<file path="src/rtl/bomb_pkg.sv">
// Shared constants, FSM state type and a span-test helper for the bomb controller.
// Latency: n/a (declarations only).
// Backpressure: n/a.
package bomb_pkg;

  localparam logic [9:0] TILE        = 10'd32;
  localparam logic [9:0] TILE_MASK   = ~(TILE - 10'd1);
  localparam logic [9:0] ARENA_X_MIN = 10'd32;
  localparam logic [9:0] ARENA_X_END = 10'd576;
  localparam logic [9:0] ARENA_Y_MIN = 10'd32;
  localparam logic [9:0] ARENA_Y_END = 10'd448;

  typedef enum logic [1:0] {
    IDLE  = 2'd0,
    ARMED = 2'd1,
    BLAST = 2'd2
  } state_t;

  // Half-open span test [org, org+len); evaluated in 11 bits so the end of a
  // span near the top of the 10-bit range cannot wrap. A zero len never hits.
  function automatic logic in_span(input logic [9:0] p,
                                   input logic [9:0] org,
                                   input logic [9:0] len);
    return (p >= org) && ({1'b0, p} < ({1'b0, org} + {1'b0, len}));
  endfunction

endpackage

</file>
<file path="src/rtl/blast_clip.sv">
// Clips one blast arm (tile before .. tile after the bomb) to the arena bounds.
// Latency: combinational.
// Backpressure: none.
// Ports: origin = bomb tile origin on this axis; lo/hi = arena start/end;
//        start/size = clipped arm origin and length (size 0 if fully clipped).
module blast_clip
  import bomb_pkg::*;
(
  input  logic [9:0] origin,
  input  logic [9:0] lo,
  input  logic [9:0] hi,
  output logic [9:0] start,
  output logic [9:0] size
);

  localparam logic [10:0] TILE_W = {1'b0, TILE};

  logic [10:0] far_edge;
  logic [10:0] end_pos;

  always_comb begin
    // Compare before subtracting so a bomb at the arena edge never underflows.
    if ({1'b0, origin} < ({1'b0, lo} + TILE_W)) begin
      start = lo;
    end else begin
      start = origin - TILE;
    end

    far_edge = {1'b0, origin} + TILE_W + TILE_W;
    end_pos  = (far_edge > {1'b0, hi}) ? {1'b0, hi} : far_edge;

    // A bomb latched beyond the arena can leave end below start; report an
    // empty arm instead of a wrapped size.
    if (end_pos > {1'b0, start}) begin
      size = 10'(end_pos - {1'b0, start});
    end else begin
      size = '0;
    end
  end

endmodule

</file>
<file path="src/rtl/bomb_ctrl.sv">
// Single-bomb controller: arm on drop edge, run fuse, hold blast, back to idle.
// Latency: bomb_active one frame after the drop edge; blast FUSE_FRAMES later.
// Backpressure: none; drop edges while a bomb exists are discarded.
// Ports: frame_clk/Reset; bomb_drop, userX/userY (player); DrawX/DrawY (pixel);
//        bomb_active, bombX/bombY, blast, blastH*/blastV* rectangles, and the
//        combinational bomb_on/blast_on pixel hit flags.
module bomb_ctrl
  import bomb_pkg::*;
#(
  parameter int FUSE_FRAMES  = 120,
  parameter int BLAST_FRAMES = 30
) (
  input  logic       frame_clk,
  input  logic       Reset,
  input  logic       bomb_drop,
  input  logic [9:0] userX,
  input  logic [9:0] userY,
  input  logic [9:0] DrawX,
  input  logic [9:0] DrawY,
  output logic       bomb_active,
  output logic [9:0] bombX,
  output logic [9:0] bombY,
  output logic       blast,
  output logic [9:0] blastHX,
  output logic [9:0] blastHY,
  output logic [9:0] blastHXS,
  output logic [9:0] blastHYS,
  output logic [9:0] blastVX,
  output logic [9:0] blastVY,
  output logic [9:0] blastVXS,
  output logic [9:0] blastVYS,
  output logic       bomb_on,
  output logic       blast_on
);

  localparam int MAX_FRAMES = (FUSE_FRAMES > BLAST_FRAMES) ? FUSE_FRAMES : BLAST_FRAMES;
  localparam int CW         = (MAX_FRAMES > 1) ? $clog2(MAX_FRAMES) : 1;
  localparam logic [CW-1:0] FUSE_LOAD  = CW'(FUSE_FRAMES - 1);
  localparam logic [CW-1:0] BLAST_LOAD = CW'(BLAST_FRAMES - 1);

  state_t        state_q, state_d;
  logic [CW-1:0] cnt_q, cnt_d;
  logic [9:0]    bomb_x_q, bomb_x_d;
  logic [9:0]    bomb_y_q, bomb_y_d;
  logic          drop_q;
  logic          primed_q;
  logic          drop_rise;

  logic [9:0]    h_start, h_size, v_start, v_size;

  // primed_q stays low after reset until bomb_drop has been seen low once, so
  // a button held through reset cannot look like a fresh edge.
  assign drop_rise = bomb_drop & ~drop_q & primed_q;

  always_ff @(posedge frame_clk or posedge Reset) begin
    if (Reset) begin
      state_q  <= IDLE;
      cnt_q    <= '0;
      bomb_x_q <= '0;
      bomb_y_q <= '0;
      drop_q   <= 1'b0;
      primed_q <= 1'b0;
    end else begin
      state_q  <= state_d;
      cnt_q    <= cnt_d;
      bomb_x_q <= bomb_x_d;
      bomb_y_q <= bomb_y_d;
      drop_q   <= bomb_drop;
      primed_q <= primed_q | ~bomb_drop;
    end
  end

  always_comb begin
    state_d  = state_q;
    cnt_d    = cnt_q;
    bomb_x_d = bomb_x_q;
    bomb_y_d = bomb_y_q;
    case (state_q)
      IDLE: begin
        if (drop_rise) begin
          state_d  = ARMED;
          cnt_d    = FUSE_LOAD;
          // Snap the player's centre to the tile grid.
          bomb_x_d = (userX + 10'd9)  & TILE_MASK;
          bomb_y_d = (userY + 10'd13) & TILE_MASK;
        end
      end
      ARMED: begin
        if (cnt_q == '0) begin
          state_d = BLAST;
          cnt_d   = BLAST_LOAD;
        end else begin
          cnt_d = cnt_q - CW'(1);
        end
      end
      BLAST: begin
        if (cnt_q == '0) begin
          state_d  = IDLE;
          cnt_d    = '0;
          bomb_x_d = '0;
          bomb_y_d = '0;
        end else begin
          cnt_d = cnt_q - CW'(1);
        end
      end
      default: begin
        state_d  = IDLE;
        cnt_d    = '0;
        bomb_x_d = '0;
        bomb_y_d = '0;
      end
    endcase
  end

  blast_clip u_clip_h (
    .origin (bomb_x_q),
    .lo     (ARENA_X_MIN),
    .hi     (ARENA_X_END),
    .start  (h_start),
    .size   (h_size)
  );

  blast_clip u_clip_v (
    .origin (bomb_y_q),
    .lo     (ARENA_Y_MIN),
    .hi     (ARENA_Y_END),
    .start  (v_start),
    .size   (v_size)
  );

  assign bomb_active = (state_q == ARMED);
  assign blast       = (state_q == BLAST);
  assign bombX       = bomb_x_q;
  assign bombY       = bomb_y_q;

  assign blastHX  = blast ? h_start  : '0;
  assign blastHXS = blast ? h_size   : '0;
  assign blastHY  = blast ? bomb_y_q : '0;
  assign blastHYS = blast ? TILE     : '0;
  assign blastVX  = blast ? bomb_x_q : '0;
  assign blastVXS = blast ? TILE     : '0;
  assign blastVY  = blast ? v_start  : '0;
  assign blastVYS = blast ? v_size   : '0;

  assign bomb_on = bomb_active
                 & in_span(DrawX, bomb_x_q, TILE)
                 & in_span(DrawY, bomb_y_q, TILE);

  assign blast_on = blast
                  & ((in_span(DrawX, blastHX, blastHXS) & in_span(DrawY, blastHY, blastHYS))
                   | (in_span(DrawX, blastVX, blastVXS) & in_span(DrawY, blastVY, blastVYS)));

endmodule

</file>
<file path="config.mk">
export PLATFORM = sky130hd
export DESIGN_NAME = bomb_ctrl
export DESIGN_NICKNAME = d
export VERILOG_FILES = /design/src/rtl/bomb_pkg.sv /design/src/rtl/blast_clip.sv /design/src/rtl/bomb_ctrl.sv
export SDC_FILE = /design/constraint.sdc
export NUM_CORES = 1
export LEC_CHECK = 0
export BUFFER_PORTS_ARGS = -buffer_cell sky130_fd_sc_hd__buf_4
export CORE_ASPECT_RATIO = 2
export CORE_UTILIZATION = 53
export DETAILED_ROUTE_END_ITERATION = 7
export GPL_ROUTABILITY_DRIVEN = 1
export PLACE_DENSITY = 0.92
export SETUP_SLACK_MARGIN = 0.4
export SKIP_CTS_REPAIR_TIMING = 1
export SYNTH_ARGS = -nofsm -noshare
export SYNTH_HDL_FRONTEND = slang
export SYNTH_SLANG_ARGS = --single-unit
</file>
<file path="constraint.sdc">
create_clock -name frame_clk -period 9 [get_ports frame_clk]
set_input_delay 1.8 -clock frame_clk [delete_from_list [all_inputs] [get_ports frame_clk]]
set_output_delay 1.8 -clock frame_clk [all_outputs]
set_load 0.02 [all_outputs]
</file>
# Yosys cells after proc, flatten, opt, wreduce, memory -nomap -nowiden
# Cells that the tools add are included.
dict set report op_classes {
  n_lt_le_gt_ge 18
  n_eq_ne 5
  reduce_logical 10
  bitwise_logic 12
  mux 26
  n_addsub 15
}
# cell n
set op_table {}
lappend op_table {{10-bit 2-to-1 mux} 13}
lappend op_table {{10-bit by 11-bit less-than comparator with 1-bit output} 6}
lappend op_table {{10-bit greater-or-equal comparator} 6}
lappend op_table {{10-bit case mux with 3 select lines} 2}
lappend op_table {{10-bit by 10-bit adder with 11-bit output} 2}
lappend op_table {{10-bit by 6-bit adder with 11-bit output} 2}
lappend op_table {{10-bit by 6-bit adder with 11-bit output (second input constant)} 2}
lappend op_table {{11-bit by 6-bit adder with 11-bit output (second input constant)} 2}
lappend op_table {{11-bit by 10-bit greater-than comparator with 1-bit output} 2}
lappend op_table {{11-bit 2-to-1 mux} 2}
lappend op_table {{7-bit 2-to-1 mux} 3}
lappend op_table {{7-bit case mux with 3 select lines} 1}
lappend op_table {{10-bit by 4-bit adder with 10-bit output (second input constant)} 2}
lappend op_table {{10-bit by 7-bit less-than comparator with 1-bit output (second input constant)} 2}
lappend op_table {{10-bit subtractor} 2}
lappend op_table {{10-bit by 6-bit subtractor with 10-bit output (second input constant)} 2}
lappend op_table {{11-bit by 10-bit greater-than comparator with 1-bit output (second input constant)} 1}
lappend op_table {{11-bit by 9-bit greater-than comparator with 1-bit output (second input constant)} 1}
lappend op_table {{1-bit bitwise AND} 7}
lappend op_table {{7-bit zero test} 1}
lappend op_table {{7-bit by 1-bit subtractor with 7-bit output (second input constant)} 1}
lappend op_table {{1-bit logical AND} 6}
lappend op_table {{2-bit 2-to-1 mux} 3}
lappend op_table {{6-bit 2-to-1 mux} 1}
lappend op_table {{other kinds (9)} 14}
dict set report totals {
  in_bits 43
  out_inout_bits 104
  wordCells 92
  register_bits 31
}

# Depth between registers and ports, before layout
dict set report depth {
  depth_word 13
  mapped_depth 28
  depth_no_buf 27
}

# Hierarchy
# Synthesis repeated with hierarchy kept, for this count alone.
dict set report unflattened {
  cells_unflattened 974
  area_unflattened_um2 7619.8
}
# mod instances cells_each seq_area_each_um2 area_per_inst_um2
set by_module_without_submodules {}
lappend by_module_without_submodules {bomb_ctrl 1 583 525.5 4488.1}
lappend by_module_without_submodules {{blast_clip at u_clip_h} 1 198 0.0 1584.0}
lappend by_module_without_submodules {{blast_clip at u_clip_v} 1 193 0.0 1547.7}

# Worst setup path after synthesis
# No wires, ideal clock.
dict set report synth_path {
  kind {reg2out}
  start {register bomb_x_q[5], in the netlist bombX[5]}
  end {output blast_on}
  n_path_buf 1
  path_stages_with_launch 23
  slack_ps 1345
  t_required_ps 7200
  arrival_ps 5855
  path_cell_list {dfrtp_1 > buf_1 > inv_1 > ha_1 > inv_1 > maj3_1 > a2111oi_0 > a31oi_1 > and3_1 > fa_1 > nor2b_1 > o21ai_0 > a21oi_1 > o211ai_1 > nor3_1 > ha_1 > a21o_1 > a21oi_1 > xor2_1 > ha_1 > a21oi_1 > a221o_1 > a41o_1}
}
dict set report synth_via {
  elab_chain_len 13
  word_cells_on_any_way 25
  cone_classes {add/sub: 6; order compare: 7; mux: 6; bitwise: 4; reduce/logical: 2}
}
# item line_no
set synth_lines {}
lappend synth_lines {{start: declaration} bomb_ctrl.sv:43} ;# logic [9:0] bomb_x_q, bomb_x_d;
lappend synth_lines {{start signal: assignment} bomb_ctrl.sv:66} ;# bomb_x_q <= bomb_x_d;
lappend synth_lines {{10-bit by 6-bit adder with 11-bit output} blast_clip.sv:29} ;# far_edge = {1'b0, origin} + TILE_W + TILE_W;
lappend synth_lines {{11-bit by 6-bit adder with 11-bit output} blast_clip.sv:29}
lappend synth_lines {{11-bit by 10-bit greater-than comparator with 1-bit output} blast_clip.sv:30} ;# end_pos = (far_edge > {1'b0, hi}) ? {1'b0, hi} : far_edge;
lappend synth_lines {{11-bit 2-to-1 mux} blast_clip.sv:30}
lappend synth_lines {{10-bit subtractor / 11-bit by 10-bit greater-than comparator with 1-bit output (equally long branches)} {blast_clip.sv:35, blast_clip.sv:34}}
lappend synth_lines {{10-bit 2-to-1 mux *} blast_clip.sv:34} ;# if (end_pos > {1'b0, start}) begin
lappend synth_lines {{10-bit 2-to-1 mux *} bomb_ctrl.sv:137} ;# assign blastHXS = blast ? h_size : '0;
lappend synth_lines {{net blastHXS[7]} bomb_ctrl.sv:26} ;# output logic [9:0] blastHXS,
lappend synth_lines {{10-bit by 10-bit adder with 11-bit output *} bomb_pkg.sv:24} ;# return (p >= org) && ({1'b0, p} < ({1'b0, org} + {1'b0, len}));
lappend synth_lines {{10-bit by 11-bit less-than comparator with 1-bit output *} bomb_pkg.sv:24}
lappend synth_lines {{1-bit logical AND *} bomb_pkg.sv:24}
lappend synth_lines {{1-bit bitwise AND *} bomb_ctrl.sv:150} ;# & ((in_span(DrawX, blastHX, blastHXS) & in_span(DrawY, blastHY, blastHYS))
lappend synth_lines {{1-bit OR *} bomb_ctrl.sv:151} ;# | (in_span(DrawX, blastVX, blastVXS) & in_span(DrawY, blastVY, blastVYS)));
lappend synth_lines {{1-bit bitwise AND *} bomb_ctrl.sv:150}
lappend synth_lines {{end: declaration} bomb_ctrl.sv:33} ;# output logic blast_on
# Mark *: on every way through the listed nets, which the timed path passes. The rest lies on a longest branch.

# Final worst setup path
dict set report layout_path {
  start {register bomb_y_q[6], in the netlist bombY[6]}
  end {output blast_on}
}
dict set report layout_via {
  elab_chain_len 13
  word_cells_on_any_way 25
  cone_classes {add/sub: 6; order compare: 7; mux: 6; bitwise: 4; reduce/logical: 2}
}
# item line_no
set layout_lines {}
lappend layout_lines {{start: declaration} bomb_ctrl.sv:44} ;# logic [9:0] bomb_y_q, bomb_y_d;
lappend layout_lines {{start signal: assignment} bomb_ctrl.sv:67} ;# bomb_y_q <= bomb_y_d;
lappend layout_lines {{10-bit by 6-bit adder with 11-bit output} blast_clip.sv:29}
lappend layout_lines {{11-bit by 6-bit adder with 11-bit output} blast_clip.sv:29}
lappend layout_lines {{11-bit by 9-bit greater-than comparator with 1-bit output} blast_clip.sv:30}
lappend layout_lines {{11-bit 2-to-1 mux} blast_clip.sv:30}
lappend layout_lines {{10-bit subtractor / 11-bit by 10-bit greater-than comparator with 1-bit output (equally long branches)} {blast_clip.sv:35, blast_clip.sv:34}}
lappend layout_lines {{10-bit 2-to-1 mux} blast_clip.sv:34}
lappend layout_lines {{10-bit 2-to-1 mux} bomb_ctrl.sv:143} ;# assign blastVYS = blast ? v_size : '0;
lappend layout_lines {{10-bit by 10-bit adder with 11-bit output} bomb_pkg.sv:24}
lappend layout_lines {{10-bit by 11-bit less-than comparator with 1-bit output} bomb_pkg.sv:24}
lappend layout_lines {{1-bit logical AND} bomb_pkg.sv:24}
lappend layout_lines {{1-bit bitwise AND} bomb_ctrl.sv:151}
lappend layout_lines {{1-bit OR *} bomb_ctrl.sv:151}
lappend layout_lines {{1-bit bitwise AND *} bomb_ctrl.sv:150}
# Mark *: on every way between the ends. The rest lies on a longest branch, timed or not.

==> impl_metrics.ini <==
[sta]
slew_headroom_pct = 44.4
slew_viol_final = 0
period_minus_slack_ps = 8280
max_freq_mhz = 121
setup_viol = 0
setup_ws_ps = 720
hold_slack_ps = 467
tightest_slew_ps = 834
finalHoldViolCount = 0
post-route-period-util_pct = 92.0
fin_tns_setup_ps = 0
rsz0062_at_grt = false
finClkSkew_ps = 7.60

[global_route]
first_global_vias = 4757
grt.total_usage_pct = 30.8
grt_use_met1_pct = 28.1
use_met2_pct = 52.8
grt_busiest_layer = met2
antenna_found_initial = 0
grt_max_degree = 27
use_met3_pct = 9.26
grt_pass1_wl_um = 21500
grt_overflow_total = 0

[setup_path]
cp_num_buf_inv = 4
crit_type = reg -> out
cp-start-kind = flip-flop
critPathMostFrequentCell = ha_1
cp_data_arrival_time_ps = 6480
required_ps = 7200
worstPathMaxFanout = 8
cp-end-kind = output port
rrSetupSlack_ps = 6770
critPathMaxStageDelay_ps = 570
cp_top_family = adder cells
slowest_stage = dfrtp_1

[logic_synthesis]
synth_top_area_share_pct = 24.5
synth_edf_count = 0
synth_cells = 586
yosysSeqAreaShare_pct = 11.7
synthTopCellsByArea = ha_1 25%, dfrtp_1 12%, buf_4 10%
async_flop_share_pct = 100
syn_area_sq_mm = 0.00449
synth.most_common_cell = ha_1
avgSynthCellArea_sq_um = 7.66
ys.flop_type = dfrtp_1
yosys-top-cells-count = 88 x ha_1, 60 x buf_4, 53 x inv_1
ys_seq_elements = 21
synth_cell_types = 57
yosysTopAreaCell = ha_1
ys_warn_count = 0

[clock_tree]
cts_tree = yes
numCtsBuffers = 3
clkTransAtPathRegs_ps = 60
clockRootBuffer = clkbuf_16
cts_buffer_depth = 2
numClockSinks = 21
cts_max_level = 1
insertion_delay_ps = 260

[place]
place_hpwl_um = 10300
dpl_worst_slack_ps = 1070
io_buffers = 88
gp_congestion = 0.939

[die]
die-area_sq_mm = 0.00886
die_w_um = 67.1
die_y_um = 132
coreArea_sq_mm = 0.00823
io_pins = 147
start_util_pct = 54.5
row_count = 47

[finish]
syn2layout_area_growth_pct = 13.1
n_antenna_cell = 0
fin_util_pct = 61.7
fin_nets = 798
n_fill_cell = 744
layout-drive-gt1-share_pct = 16.2

[power]
ir_drop_uv = 91.3
p_leak_uw = 0.00258
total_power_uw = 271
p_per_area_mw_per_mm2 = 53.4

[hold_path]
min_path_type = reg -> reg

[route]
antenna_left = 0
finalWirelength_um = 12900
vias_per_cell = 6.05
drc = 0
wl_per_cell_um = 16.9
drtPass1Iterations = 5
drt_iter0_markers = 248
vias = 4601

[flow_run]
drv_cap = 0

[run_status]
status = complete, no violations
[power breakdown]
part | total, uW | leakage [uW] | switching [uW] | internal [uW]
sequential | 94.7 | 0.000259 | 0.0381 | 94.6
combinational | 81.7 | 0.00228 | 52.0 | 29.7
clock | 94.9 | 0.0000409 | 35.2 | 59.7
total | 271 | 0.00258 | 87.2 | 184
[cell type report]
cell class / count / area, sq um / area share [%]
clock buffer: 3 / 75.1 / 1.48
timing repair buffer: 89 / 668 / 13.2
clock inverter: 1 / 5.00 / 0.0986
multi-input combinational: 494 / 3480 / 68.5
inverter: 54 / 203 / 3.99
sequential: 21 / 527 / 10.4
tap: 98 / 123 / 2.42
[sequential cells by signal, summed over array words and instances (netlist names)]
signal    count
state_q       2
bombY         5
primed_q      1
drop_q        1
bombX         5
cnt_q         7
[cell families (layout without fill, tap and decap cells)]
| kind of cell | Yosys count | count (layout) | share of synthesized area (%) |
|---|---|---|---|
| flip-flops | 21 | 21 | 11.7 |
| XOR/XNOR | 34 | 34 | 6.63 |
| adder cells (fa/ha/maj) | 94 | 94 | 26.8 |
| AND/OR/NAND/NOR | 174 | 174 | 19.4 |
| AO/OA/AOI/OAI | 129 | 129 | 18.7 |
| other | 1 | 59 | 0.0835 |
| buffers and inverters | 129 | 147 | 15.9 |
| multiplexers | 4 | 4 | 0.920 |
[placed cells by master (no fill, tap or decap), types with 3 or more instances in the layout]
master     synthesis  final
a31oi_1            7      7
nand3_1           16     16
o211ai_1           4      4
xnor2_1           13     13
o21a_1             6      6
inv_1             53     53
o41ai_1            3      3
or4_1              3      3
a21o_1             9      9
o22ai_1            4      4
o21ai_0           33     33
o21bai_1           3      3
nand2_1           47     47
dfrtp_1           21     20
nor2b_1           13     13
nor2_1            32     32
nand2b_1          15     15
fa_1               4      4
o31ai_1            3      3
buf_4             60     89
clkbuf_16          0      3
nand4_1            6      6
mux2i_1            3      3
and2_1             3      3
or2_2              5      5
a211oi_1           4      4
ha_1              88     88
xor2_1            21     21
nor4_1             4      4
and3_1             9      9
conb_1             1     59
a21oi_1           29     29
nor3_1            15     14
[metal layers]
layer  wire, um  vias up
met4        929        0
met3        841       89
met5          0        -
li1           -     2098
met2       6740      263
met1       4340     2151
[per-stage QoR]
step                      instance area (sq um)  std cells
final                                      5080        760
after global routing                       5080        760
after global placement                     4990        756
after detailed placement                   4990        756
after floorplan                            4710        644
after CTS                                  5070        760
[path summary, 6_finish.rpt]
kind / start / endpoint / depth (start not counted)
setup / recovery: bombY[6] / blast_on / 28
hold / removal: primed_q / primed_q / 1
setup reg to reg: state_q[1] / bombY[6] / 3
hold reg to reg: primed_q / primed_q / 1
max in group asynchronous: Reset / bombY[5] / 2
min in group asynchronous: Reset / drop_q / 2
No activity file was read; power rests on OpenSTA's default activity.
